$ cat src/rtl/uart_tx_pkg.sv
// Shared definitions for the UART transmit path: controller state encoding and
// the TX output mux select codes used by the controller, parity generator and serializer.
package uart_tx_pkg;

  typedef enum logic [2:0] {
    ST_IDLE   = 3'd0,
    ST_START  = 3'd1,
    ST_DATA   = 3'd2,
    ST_PARITY = 3'd3,
    ST_STOP   = 3'd4
  } state_t;

  localparam logic [1:0] SEL_START = 2'b00;
  localparam logic [1:0] SEL_IDLE  = 2'b01;
  localparam logic [1:0] SEL_DATA  = 2'b10;
  localparam logic [1:0] SEL_PAR   = 2'b11;

  function automatic logic [1:0] sel_for_state(input state_t s);
    logic [1:0] sel;
    case (s)
      ST_START:  sel = SEL_START;
      ST_DATA:   sel = SEL_DATA;
      ST_PARITY: sel = SEL_PAR;
      default:   sel = SEL_IDLE;
    endcase
    return sel;
  endfunction

endpackage

$ cat src/rtl/uart_tx_bit_timer.sv
// Baud counter for one bit period; bit_end is high during the last clock of
// each period, after which the counter wraps. clr holds the counter at zero.
module uart_tx_bit_timer
  import uart_tx_pkg::*;
#(
  parameter int CLKS_PER_BIT = 16
) (
  input  logic clk,
  input  logic rst,
  input  logic clr,
  output logic bit_end
);

  localparam int CNT_W = $clog2(CLKS_PER_BIT);

  logic [CNT_W-1:0] r_baud_cnt;

  assign bit_end = (r_baud_cnt == CNT_W'(CLKS_PER_BIT - 1));

  always_ff @(posedge clk) begin
    if (!rst) begin
      r_baud_cnt <= '0;
    end else if (clr || bit_end) begin
      r_baud_cnt <= '0;
    end else begin
      r_baud_cnt <= r_baud_cnt + CNT_W'(1);
    end
  end

endmodule

$ cat src/rtl/uart_tx_ctrl.sv
// UART transmit sequencer: start, data, optional parity and stop bits with
// serializer strobes. Define UART_TX_TWO_STOP_EN for two stop bits per frame.
module uart_tx_ctrl
  import uart_tx_pkg::*;
#(
  parameter int DATA_WIDTH   = 8,
  parameter int CLKS_PER_BIT = 16
) (
  input  logic       clk,
  input  logic       rst,
  input  logic       data_valid,
  input  logic       par_en,
  output logic [1:0] mux_sel,
  output logic       ser_load,
  output logic       ser_shift,
  output logic       busy
);

  localparam int BIT_W = $clog2(DATA_WIDTH);

  state_t           r_state, w_state_next;
  logic [BIT_W-1:0] r_bit_cnt, w_bit_cnt_next;
  logic             r_par_en_q, w_par_en_next;
  logic [1:0]       r_mux_sel;
  logic             r_busy, r_ser_load, r_ser_shift;
  logic             w_bit_end, w_accept, w_shift, w_timer_clr, w_stop_last;

  // Counter idles at zero so every accepted frame starts with a full start bit.
  assign w_timer_clr = (r_state == ST_IDLE) || w_accept;

  uart_tx_bit_timer #(
    .CLKS_PER_BIT(CLKS_PER_BIT)
  ) u_bit_timer (
    .clk     (clk),
    .rst     (rst),
    .clr     (w_timer_clr),
    .bit_end (w_bit_end)
  );

`ifdef UART_TX_TWO_STOP_EN
  logic r_stop2;

  // Set after the first stop bit-end; the second stop bit-end ends the frame.
  always_ff @(posedge clk) begin
    if (!rst) begin
      r_stop2 <= 1'b0;
    end else if (r_state == ST_STOP && w_bit_end) begin
      r_stop2 <= ~r_stop2;
    end else if (r_state != ST_STOP) begin
      r_stop2 <= 1'b0;
    end
  end

  assign w_stop_last = r_stop2;
`else
  assign w_stop_last = 1'b1;
`endif

  always_comb begin
    w_state_next   = r_state;
    w_bit_cnt_next = r_bit_cnt;
    w_par_en_next  = r_par_en_q;
    w_accept       = 1'b0;
    w_shift        = 1'b0;
    case (r_state)
      ST_IDLE: begin
        if (data_valid) w_accept = 1'b1;
      end
      ST_START: begin
        if (w_bit_end) w_state_next = ST_DATA;
      end
      ST_DATA: begin
        if (w_bit_end) begin
          w_shift = 1'b1;
          if (r_bit_cnt == BIT_W'(DATA_WIDTH - 1)) begin
            w_state_next = r_par_en_q ? ST_PARITY : ST_STOP;
          end else begin
            w_bit_cnt_next = r_bit_cnt + BIT_W'(1);
          end
        end
      end
      ST_PARITY: begin
        if (w_bit_end) w_state_next = ST_STOP;
      end
      ST_STOP: begin
        if (w_bit_end && w_stop_last) begin
          if (data_valid) w_accept = 1'b1;
          else            w_state_next = ST_IDLE;
        end
      end
      default: w_state_next = ST_IDLE;
    endcase
    if (w_accept) begin
      w_state_next   = ST_START;
      w_bit_cnt_next = '0;
      w_par_en_next  = par_en;
    end
  end

  // Outputs are registered from the next state so they line up with r_state.
  always_ff @(posedge clk) begin
    if (!rst) begin
      r_state     <= ST_IDLE;
      r_bit_cnt   <= '0;
      r_par_en_q  <= 1'b0;
      r_mux_sel   <= SEL_IDLE;
      r_busy      <= 1'b0;
      r_ser_load  <= 1'b0;
      r_ser_shift <= 1'b0;
    end else begin
      r_state     <= w_state_next;
      r_bit_cnt   <= w_bit_cnt_next;
      r_par_en_q  <= w_par_en_next;
      r_mux_sel   <= sel_for_state(w_state_next);
      r_busy      <= (w_state_next != ST_IDLE);
      r_ser_load  <= w_accept;
      r_ser_shift <= w_shift;
    end
  end

  assign mux_sel   = r_mux_sel;
  assign busy      = r_busy;
  assign ser_load  = r_ser_load;
  assign ser_shift = r_ser_shift;

endmodule
$ cat config.mk
export PLATFORM = sky130hd
export DESIGN_NAME = uart_tx_ctrl
export DESIGN_NICKNAME = d
export VERILOG_FILES = /design/src/rtl/uart_tx_pkg.sv /design/src/rtl/uart_tx_bit_timer.sv /design/src/rtl/uart_tx_ctrl.sv
export SDC_FILE = /design/constraint.sdc
export NUM_CORES = 1
export LEC_CHECK = 0
export CORE_MARGIN = 2
export CORE_UTILIZATION = 50
export CTS_CLUSTER_DIAMETER = 80
export DETAILED_ROUTE_END_ITERATION = 10
export GPL_TIMING_DRIVEN = 0
export HOLD_SLACK_MARGIN = 0.12
export PLACE_DENSITY = 0.8
export SYNTH_ARGS = -nofsm -noshare
export SYNTH_HDL_FRONTEND = slang
export SYNTH_SLANG_ARGS = --single-unit
$ cat constraint.sdc
create_clock -name clk -period 5 [get_ports clk]
set_input_delay 0.75 -clock clk [delete_from_list [all_inputs] [get_ports clk]]
set_output_delay 0.75 -clock clk [all_outputs]
set_load 0.02 [all_outputs]
# ---- Word level (Yosys, flattened, before mapping)
# Index checks and enable logic that the tools add are counted.
dict set report totals {
  word_cells 43
  ff_bits 16
}
dict set report op_classes {
  mux 14
  n_reduce_logical 8
  bitwise 2
  n_eq_ne 9
  add_sub_neg 2
}
# cell n
set ops {}
lappend ops {{3-bit 2-to-1 mux} 8}
lappend ops {{3-bit case mux with 5 select lines} 1}
lappend ops {{3-bit by 2-bit equality test with 1-bit output (second input constant)} 4}
lappend ops {{3-bit by 1-bit equality test with 1-bit output (second input constant)} 2}
lappend ops {{3-bit equality test (second input constant)} 2}
lappend ops {{2-bit case mux with 3 select lines} 1}
lappend ops {{4-bit by 1-bit adder with 4-bit output (second input constant)} 1}
lappend ops {{4-bit equality test (second input constant)} 1}
lappend ops {{2-bit OR reduction} 2}
lappend ops {{3-bit by 1-bit adder with 3-bit output (second input constant)} 1}
lappend ops {{3-bit logical NOT} 1}
lappend ops {{1-bit 2-to-1 mux} 3}
lappend ops {{3-bit AND reduction} 1}
lappend ops {{3-bit nonzero test} 1}
lappend ops {{1-bit logical OR} 2}
lappend ops {{1-bit inverter} 2}
lappend ops {{1-bit case mux with 2 select lines} 1}
lappend ops {{2-bit AND reduction} 1}

# ---- Depth between registers and ports, before layout
dict set report logic_depth {
  word_depth 7
  ltp_mapped 7
}

# ---- By module
# From an unflattened synthesis, not the netlist that was laid out.
dict set report unflattened {
  hier_cells 70
  area_unflattened_um2 694.4
}
# mod area_per_inst_um2 seq_area_each_um2 instances cells_each
set by_module_without_submodules {}
lappend by_module_without_submodules {uart_tx_ctrl 531.8 240.2 1 55}
lappend by_module_without_submodules {uart_tx_bit_timer 162.7 80.1 1 15}

# ---- Worst setup path before layout
# No wires, ideal clock.
dict set report synth_timing {
  kind {register to register}
  startpoint {reg r_bit_cnt[0]}
  endpoint {reg r_mux_sel[0] (netlist: mux_sel[0])}
  synth_period_minus_slack_ns 1.720
  path_buffers 0
  t_required_ns 4.873
  setup_slack_ns 3.280
  path_stages_with_launch 8
  arrival_time_ns 1.593
  path_cell_list {dfxtp_1 ha_1 ha_1 nor2b_1 o21ai_0 a21oi_2 xnor2_1 or3_1}
}
dict set report synth_via {
  elab_chain_len 7
  word_cells_on_any_way 9
  classes_between {eq/ne (4); mux (5)}
}
# element line
set synth_rtl {}
lappend synth_rtl {{start: declaration} uart_tx_ctrl.sv:22} ;# logic [BIT_W-1:0] r_bit_cnt, w_bit_cnt_next;
lappend synth_rtl {{start signal: assignment} uart_tx_ctrl.sv:112} ;# r_bit_cnt <= w_bit_cnt_next;
lappend synth_rtl {{3-bit equality test (*)} uart_tx_ctrl.sv:75} ;# if (r_bit_cnt == BIT_W'(DATA_WIDTH - 1)) begin
lappend synth_rtl {{3-bit 2-to-1 mux (*)} uart_tx_ctrl.sv:75}
lappend synth_rtl {{3-bit 2-to-1 mux (*)} uart_tx_ctrl.sv:73} ;# if (w_bit_end) begin
lappend synth_rtl {{3-bit case mux with 5 select lines (*)} uart_tx_ctrl.sv:65} ;# case (r_state)
lappend synth_rtl {{3-bit 2-to-1 mux (*)} uart_tx_ctrl.sv:93} ;# if (w_accept) begin
lappend synth_rtl {{3-bit by 2-bit equality test with 1-bit output / 3-bit by 1-bit equality test with 1-bit output (equally long branches)} uart_tx_pkg.sv:20} ;# case (s)
lappend synth_rtl {{2-bit case mux with 3 select lines (*)} uart_tx_pkg.sv:20}
lappend synth_rtl {{end signal: assignment} uart_tx_ctrl.sv:114} ;# r_mux_sel <= sel_for_state(w_state_next);
lappend synth_rtl {{end: declaration} uart_tx_ctrl.sv:24} ;# logic [1:0] r_mux_sel;
# Every way passes the cells marked *; elsewhere a longest branch is shown, timed or not.
# A chain may end at the register's enable or synchronous reset.

# ---- Final worst setup path
dict set report layout_timing {
  startpoint {in data_valid}
  endpoint {reg r_mux_sel[0] (netlist: mux_sel[0])}
}
dict set report layout_via {
  elab_chain_len 6
  word_cells_on_any_way 11
  classes_between {eq/ne (3); mux (8)}
}
# element line
set layout_rtl {}
lappend layout_rtl {{start: declaration} uart_tx_ctrl.sv:11} ;# input logic data_valid,
lappend layout_rtl {{3-bit 2-to-1 mux / 1-bit 2-to-1 mux (equally long branches)} {uart_tx_ctrl.sv:87, uart_tx_ctrl.sv:67}}
lappend layout_rtl {{3-bit 2-to-1 mux / 1-bit 2-to-1 mux (equally long branches)} uart_tx_ctrl.sv:86} ;# if (w_bit_end && w_stop_last) begin
lappend layout_rtl {{3-bit case mux with 5 select lines / 1-bit case mux with 2 select lines (equally long branches)} uart_tx_ctrl.sv:65}
lappend layout_rtl {{3-bit 2-to-1 mux (*)} uart_tx_ctrl.sv:93}
lappend layout_rtl {{3-bit by 2-bit equality test with 1-bit output / 3-bit by 1-bit equality test with 1-bit output (equally long branches)} uart_tx_pkg.sv:20}
lappend layout_rtl {{2-bit case mux with 3 select lines (*)} uart_tx_pkg.sv:20}
# Marks and branches as above.

==> metrics.txt <==
crit path max fanout 4; post-synth top area share 49.0%; worst-path cell chain clkdlybuf4s50_1 > inv_1 > a211oi_2 > a211oi_2 > xnor2_1 > or3_1; Total GRT Usage 16.5%; Power Density 304 nW/um2; post-route ant nets 0; # rows 13; DRC Markers 0; first-pass GRT wire length 1680 um; Mapped Area 653 um2; VDD IR max 0.000193 V; Buf/Inv on CP 2; global route overflow 0; Num CTS Buffers 3; share of the yosys chip area belonging to registers 49.0%; # diodes 0; routing usage on met3 8.33%; syn nets 75; Worst EP required 5.19 ns; Fin. Hold Viols 0; Die W 40.1 um; Routed Wire Length 1100 um; dpl ws 2.72 ns; M1 GR Usage 18.6%; Yosys warning count 0; die area 1610 um2; post-synth top area cell dfxtp_1; Filler Cells Inserted 99; post-cts resize count 0; nets@finish 88; Clock Sinks 16; status finished clean; worst-case reg-to-reg path depth 6; core area 1250 um2; Post-CTS Hold Fix Bufs 0; Post-CTS Setup Bufs 0; Final Cell Area 788 um2; Vias/cell 5.28; Area Overhead vs Synth 20.7%; gpl congestion 0.781; share of cells above drive strength 1 10.0%; Bufs on Longest Clock Path 2; LEAKAGE 0.312 nW; largest net degree at the start of global routing 10; achievable frequency 0.505 GHz; via count 502; CTS root buf clkbuf_4; Netlist cell types 25; I/O pins 9; Slew @ Worst Pin 0.545 ns; fin crit share 39.6%; Sum Neg Setup Slack 0 ns; clock-pin slew on the worst setup and hold paths 0.09 ns; Final min period 1.98 ns; Area after DPL 752 um2; Initial Utilization 52.1%; I/O Buffers 8; die height 40.1 um; initial antenna violation count 0; asr flop ratio synth 0%; worst hold path stage count 1; Slew Viols, Final 0; maxcap violations 0; min setup slack post-route 3.02 ns; drt first-iter violations 10; Crit path max-delay family buffers and inverters; Crit. End Element flop; Cells after Synth 68; most frequent cell after synthesis dfxtp_1; met2 usage 25.8%; Worst Path Class, Setup in -> reg; vias in the first global route 421; crit path launch type primary input; Final Setup Violations 0; Mapped Avg Cell Area 9.60 um2; Synth area leaders dfxtp_1 (49%), nor2_1 (7.5%), ha_1 (5.7%); grt peak-use layer met2; EDFF count, synth 0; crit-path max cell delay 0.48 ns; CTS H-Tree Depth 1; total power 239 uW; Skew-Pair Late Insertion Delay 0.30 ns; Crit-path slowest cell clkdlybuf4s50_1; Tightest Hold Check Type reg -> reg; CTS tree yes; RSZ-0062 raised after global routing no; drt pass-1 iters 4; Synth top cells by count dfxtp_1 (16), nor2_1 (13); Seq cells post-synth 16; Final Skew 0.00750 ns; WP data arrival 2.17 ns; relative slew slack 63.4%; Primary FF master, synth dfxtp_1; post-DR wirelength/cell 11.5 um; WP depth 6; CP dominant cell by count a211oi_2; placed wire-length estimate 824 um
-- worst paths after layout --
| kind | from | endpoint | slack [ns] |
|---|---|---|---|
| setup / recovery | data_valid | mux_sel[0]$_SDFF_PN1_ | 3.02 |
| hold / removal | u_bit_timer.r_baud_cnt[0]$_SDFF_PP0_ | u_bit_timer.r_baud_cnt[0]$_SDFF_PP0_ | 0.47 |
| setup reg to reg | u_bit_timer.r_baud_cnt[0]$_SDFF_PP0_ | mux_sel[0]$_SDFF_PN1_ | 3.13 |
| hold reg to reg | u_bit_timer.r_baud_cnt[0]$_SDFF_PP0_ | u_bit_timer.r_baud_cnt[0]$_SDFF_PP0_ | 0.47 |
-- cell families after synthesis --
group / count (synthesis) / synth area share, %
buffers and inverters: 3 / 1.72
AO/OA/AOI/OAI: 7 / 9.00
adder cells (fa/ha/maj): 3 / 5.75
AND/OR/NAND/NOR: 32 / 24.5
flip-flops: 16 / 49.0
multiplexers: 3 / 4.60
XOR/XNOR: 4 / 5.36
-- report_power, final --
group / total (mW) / switching (mW) / internal [mW] / leakage [nW]
clock: 0.0858 / 0.0413 / 0.0445 / 0.0210
combinational: 0.0198 / 0.00973 / 0.0101 / 0.161
sequential: 0.134 / 0.00266 / 0.131 / 0.130
-- final cells by class --
cell class	count	area (um2)	share of cell area, %
inverters	3	11.3	1.43
well taps	15	18.8	2.38
clock buffers	4	36.3	4.60
repair buffers	8	80.1	10.2
multi-input cells	49	322	40.8
flip-flops and latches	16	320	40.6
-- registers in the layout, summed over array words and instances (netlist names) --
signal and flops:
mux_sel 2, ser_load 1, ser_shift 1, u_bit_timer.r_baud_cnt 4, r_par_en_q 1, r_bit_cnt 3, busy 1, r_state 3
-- metrics by stage --
step / hold WS, ns / instances / util, %
finish: 0.467 / 95 / 62.9
global route: 0.491 / 95 / 62.9
CTS: 0.463 / 95 / 62.9
detailed placement: 0.450 / 91 / 60.0
global placement: 0.434 / 91 / 60.0
floorplan: 0.418 / 68 / -
-- placed cells by master, fill, tap and decap left out, drive strengths merged, types with 2 or more instances in the layout --
cell           count
a211oi             2
and2               2
clkbuf             4
clkdlybuf4s50      8
dfxtp             16
ha                 3
inv                3
mux2i              3
nand2              3
nand2b             2
nand3              2
nor2              13
nor3               2
o21ai              2
xnor2              3
-- layer usage --
layer  vias up  routed length (um)
met3         3                  61
met1       234                 468
met5         -                   0
li1        255                   -
met2        10                 541
met4         0                  25
Power figures use the tool's default switching activity.
